**src/rtl/piple_delay_var.sv**
```systemverilog
// piple_delay_var: multi-bit pipeline delay line with a runtime-selectable depth.
// Carries a valid flag alongside the data and supports a stall (en) and a flush.
// Depth selection clamps to MAX_DLY; a depth of 0 is a combinational pass-through.
// Optional feature macro: PIPE_DLY_EDGE_EN adds the per-bit edge detect outputs
// rise_o and fall_o.
module piple_delay_var #(
  parameter int unsigned WIDTH   = 8,
  parameter int unsigned MAX_DLY = 16,
  parameter int unsigned SEL_W   = 5
) (
  input  logic             clk,
  input  logic             rst_n,
  input  logic             en,
  input  logic             flush,
  input  logic [SEL_W-1:0] dly_sel,
  input  logic             valid_i,
  input  logic [WIDTH-1:0] data_i,
  output logic             valid_o,
  output logic [WIDTH-1:0] data_o
`ifdef PIPE_DLY_EDGE_EN
  ,
  output logic [WIDTH-1:0] rise_o,
  output logic [WIDTH-1:0] fall_o
`endif
);

  // Stage k holds the word accepted k advancing edges ago.
  logic [MAX_DLY:1]   v_q;
  logic [WIDTH-1:0]   d_q [1:MAX_DLY];
  logic [31:0]        dly_eff;

  // Shift chain: flush clears, en advances, otherwise hold.
  always_ff @(posedge clk or negedge rst_n) begin
    if (!rst_n) begin
      v_q <= '0;
      for (int unsigned k = 1; k <= MAX_DLY; k++) d_q[k] <= '0;
    end else if (flush) begin
      v_q <= '0;
      for (int unsigned k = 1; k <= MAX_DLY; k++) d_q[k] <= '0;
    end else if (en) begin
      v_q[1] <= valid_i;
      d_q[1] <= data_i;
      for (int unsigned k = 2; k <= MAX_DLY; k++) begin
        v_q[k] <= v_q[k-1];
        d_q[k] <= d_q[k-1];
      end
    end
  end

  // Clamp the requested depth to the number of physical stages.
  always_comb begin
    dly_eff = 32'(dly_sel);
    if (dly_eff > MAX_DLY) dly_eff = MAX_DLY;
  end

  // Output tap: depth 0 passes the inputs straight through.
  always_comb begin
    valid_o = valid_i;
    data_o  = data_i;
    for (int unsigned k = 1; k <= MAX_DLY; k++) begin
      if (dly_eff == k) begin
        valid_o = v_q[k];
        data_o  = d_q[k];
      end
    end
  end

`ifdef PIPE_DLY_EDGE_EN
  logic [WIDTH-1:0] prev_q;

  // Remember the last output word seen on an advancing edge.
  always_ff @(posedge clk or negedge rst_n) begin
    if (!rst_n) begin
      prev_q <= '0;
    end else if (flush) begin
      prev_q <= '0;
    end else if (en) begin
      prev_q <= data_o;
    end
  end

  // Per-bit edges of data_o, suppressed while the output word is invalid.
  always_comb begin
    rise_o = '0;
    fall_o = '0;
    if (valid_o) begin
      rise_o = data_o & ~prev_q;
      fall_o = ~data_o & prev_q;
    end
  end
`endif

endmodule

```
**config.mk**
```make
export PLATFORM = sky130hd
export DESIGN_NAME = piple_delay_var
export DESIGN_NICKNAME = d
export VERILOG_FILES = /design/src/rtl/piple_delay_var.sv
export SDC_FILE = /design/constraint.sdc
export NUM_CORES = 1
export LEC_CHECK = 0
export CORE_MARGIN = 5
export CORE_UTILIZATION = 41
export DETAILED_ROUTE_END_ITERATION = 7
export GPL_TIMING_DRIVEN = 0
export PLACE_DENSITY = 0.69
export SLEW_MARGIN = 20
export SYNTH_ARGS = -nofsm -noshare
export SYNTH_HDL_FRONTEND = slang
export SYNTH_SLANG_ARGS = --single-unit
```
**constraint.sdc**
```tcl
create_clock -name clk -period 2 [get_ports clk]
set_input_delay 0.4 -clock clk [delete_from_list [all_inputs] [get_ports clk]]
set_output_delay 0.4 -clock clk [all_outputs]
set_load 0.02 [all_outputs]
```
==> out/metrics.yaml <==
placed_design:
  place_area_sq_um: 8051
  place_hpwl_microns: 13150
  place_congestion: 0.8465
  port-buffer-count: 22
grt:
  grt_max_degree: 83
  grtUsageTotal_pct: 19.55
  grt_pass1_wl_microns: 31410
  antenna_found_initial: 0
  grt_pass1_vias: 5623
  grt-ovfl-total: 0
detailed_routing:
  initialDrtViolationCount: 488
  wire_per_inst_microns: 19.84
  vias: 5756
  dr.pass1.iters: 5
  wl_microns: 20230
  ant_nets: 0
  viasPerCell: 5.643
  drc_errors: 0
sta:
  finalHoldViolCount: 0
  fin_ws_ns: -0.5378
  fin_crit_sh_pct: 126.9
  finalSetupTns_ns: -4.064
  rsz0062_at_grt: "true"
  slew_viol_final: 0
  fin_skew_ns: 0.006888
  worst_slew_pin_slew_ns: 0.6546
  final-setup-viol-count: 9
  max-slew-margin-rel_pct: 56.36
  max_freq_ghz: 0.3940
  post-route-min-period_ns: 2.538
synth:
  post_synth_instance_area_sq_um: 7422
  yosys_warnings: 0
  avgSynthCellArea_sq_um: 10.54
  async_flop_share_pct: 100.0
  synth_compound_area_share_pct: 11.08
  yosys.area_share.simple_pct: 12.86
  synth_ff_type: "dfrtp_1"
  synth_top_cell_area_share_pct: 48.55
  synthMuxAreaShare_pct: 23.21
  yosysSeqAreaShare_pct: 48.55
  synth_top_area_cell: "dfrtp_1"
  synthesis.nets: 722
  yosysMostFrequentCell: "mux2i_1"
  synth_top_cells_by_count: "153 x mux2i_1, 152 x nor2_1, 144 x dfrtp_1, 37 x a21oi_1, 25 x clkbuf_1"
  synthTopCellsByArea: "dfrtp_1 49%, mux2i_1 21%, nor2_1 7.7%"
  ys_types: 50
  synthXorXnorAreaFrac_pct: 0
  synthCells: 704
  ys_seq_elements: 144
  synthAdderAreaFrac_pct: 0
  synth_enable_flop_cells: 0
  synth_top_family_by_area: "multiplexers"
layout:
  area_growth_pct: 23.84
  fillers: 1615
  antenna-diode-count: 0
  multi_input_area_sq_um: 3760
  fin_area_sq_um: 9191
  finalNetCount: 797
  regArea_sq_um: 3603
  final_layout_size_suffix_gt1_share_pct: 21.87
status:
  status: "finished, violations left"
  violations: "negative setup slack"
worst_setup_path:
  cp-end-kind: "output pin"
  crit_chain: "mux4_2, nand3_2, o311a_1, o31a_1, o21ai_4, buf_6"
  r2r_slack_ns: 1.00
  arrival_ns: 2.14
  critPathMaxStageDelay_ns: 0.50
  cp_max_fo: 3
  critPathLaunchType: "flip-flop"
  critPathSlowestCell: "mux4_2"
  critPathKind: "reg -> out"
  cp.required_ns: 1.60
power_and_ir_drop:
  intPower_uw: 5262
  power_density_nw_per_um2: 765.2
  power.share.clock_pct: 46.5
  seq_power_share_pct: 42.0
  combPwrFrac_pct: 11.5
  p_sw_uw: 1771
  p_leak_uw: 0.004380
  swShare_pct: 25.18
  vdd_drop_max_mv: 0.6181
clock_network:
  cts.clk_slew.worst_paths_ns: 0.06
  cts.path.max_buffers: 2
  cts_made_buffers: 17
  cts-root-buf: "clkbuf_16"
  insertion_delay_ns: 0.43
  cts_tree: "yes"
  clock-sinks: 144
  htreeDepth: 4
floorplan:
  die_w_microns: 144.5
  dieArea_sq_um: 20890
  io_pins: 27
  die_h_microns: 144.5
  core_area_sq_um: 17900
  start_util_pct: 41.46
  row_count: 49
hold_path:
  hold_path.class: "in -> async"
run:
  max_cap_violations: 0
flip-flops by register name, indices dropped and copies added (netlist names):
signal  flops
v_q        16
d_q       128
kinds of logic (layout without fill, tap and decap cells):
| logic type | Yosys count | after routing |
|---|---|---|
| flip-flops | 144 | 144 |
| AND/OR/NAND/NOR | 218 | 219 |
| AO/OA/AOI/OAI | 116 | 116 |
| multiplexers | 162 | 162 |
| buffers and inverters | 64 | 150 |
layout make-up:
class	instances	share of cell area [%]
Clock buffer	20	4.969
Sequential cell	144	39.21
Inverter	4	0.1634
Timing Repair Buffer	60	6.139
Clock inverter	11	1.511
Multi-Input combinational cell	497	40.91
Buffer	55	3.989
Tap cell	229	3.117
stage by stage:
step	util, %	std cells	hold WS (ns)	total power [uW]	setup WS (ns)
finish	51.34	1020	0.4989	7033	-0.5378
global route	51.34	1020	0.5348	7225	-0.6050
CTS	49.99	1003	0.4933	7005	-0.5334
detailed placement	44.97	956	0.3783	3727	-1.610
global placement	44.79	955	0.5049	3717	-5.324
floorplan	-	704	0.1044	3451	-0.1277
worst max-delay path, delay by kind of cell (launching register included):
family / cells / cell delay, ns
flip-flops: 1 / 0.40
AND/OR/NAND/NOR: 1 / 0.08
multiplexers: 1 / 0.50
buffers and inverters: 1 / 0.14
AO/OA/AOI/OAI: 3 / 0.59
layer usage:
metal	vias up	wire (microns)	global-route usage, %
li1	2673	-	-
met1	2884	9370	27.32
met2	162	9295	29.77
met3	37	1012	3.803
met4	0	556	8.346
met5	-	0	0
path summary, 6_finish.rpt:
| kind | startpoint | cells past startpoint | endpoint |
|---|---|---|---|
| max | d_q[91]$_DFFE_PN0P_ | 6 | data_o[3] |
| min | rst_n | 2 | d_q[102]$_DFFE_PN0P_ |
| max reg2reg | d_q[77]$_DFFE_PN0P_ | 4 | d_q[69]$_DFFE_PN0P_ |
| min reg2reg | d_q[4]$_DFFE_PN0P_ | 2 | d_q[4]$_DFFE_PN0P_ |
| max in group asynchronous | rst_n | 3 | d_q[33]$_DFFE_PN0P_ |
| min in group clk | data_i[0] | 3 | d_q[120]$_DFFE_PN0P_ |
cells in the final DEF (no fill, tap or decap), drive strengths merged, types with 2 or more instances in the layout:
cell type,netlist,routed
o31ai,2,2
a21oi,39,39
a21o,2,2
or3,2,3
clkdlybuf4s50,0,8
clkinvlp,0,2
a22oi,7,7
a22o,9,9
buf,35,81
nor2,153,153
inv,4,4
o32a,2,2
nand3,9,9
clkinv,0,6
mux2i,153,153
o31a,8,8
o21ai,16,16
nor3,18,18
nor4,2,2
nand2,13,13
o311a,9,9
mux4,8,8
nand2b,12,12
nor2b,3,3
o221ai,8,8
clkbuf,25,44
bufinv,0,3
dfrtp,144,144
a221oi,7,7
repair_timing:
item | in CTS | in global routing
setup endpoints to repair | 9 | 9
hold buffers | 1 | 0
pin swaps | 10 | 8
endpoints found under the hold margin | 62 | 0
gates resized for setup | 112 | 32
gates cloned | 1 | 1
buffers inserted | 19 | 16
power by group through the flow:
stage | combinational, uW | clock [uW] | sequential (uW)
finish | 809 | 3270 | 2960
CTS | 766 | 3280 | 2960
global placement | 708 | 0 | 3010
detailed placement | 719 | 0 | 3010
global route | 863 | 3400 | 2960
floorplan | 450 | 0 | 3000
Note: power is estimated with default switching activity, not from simulation.
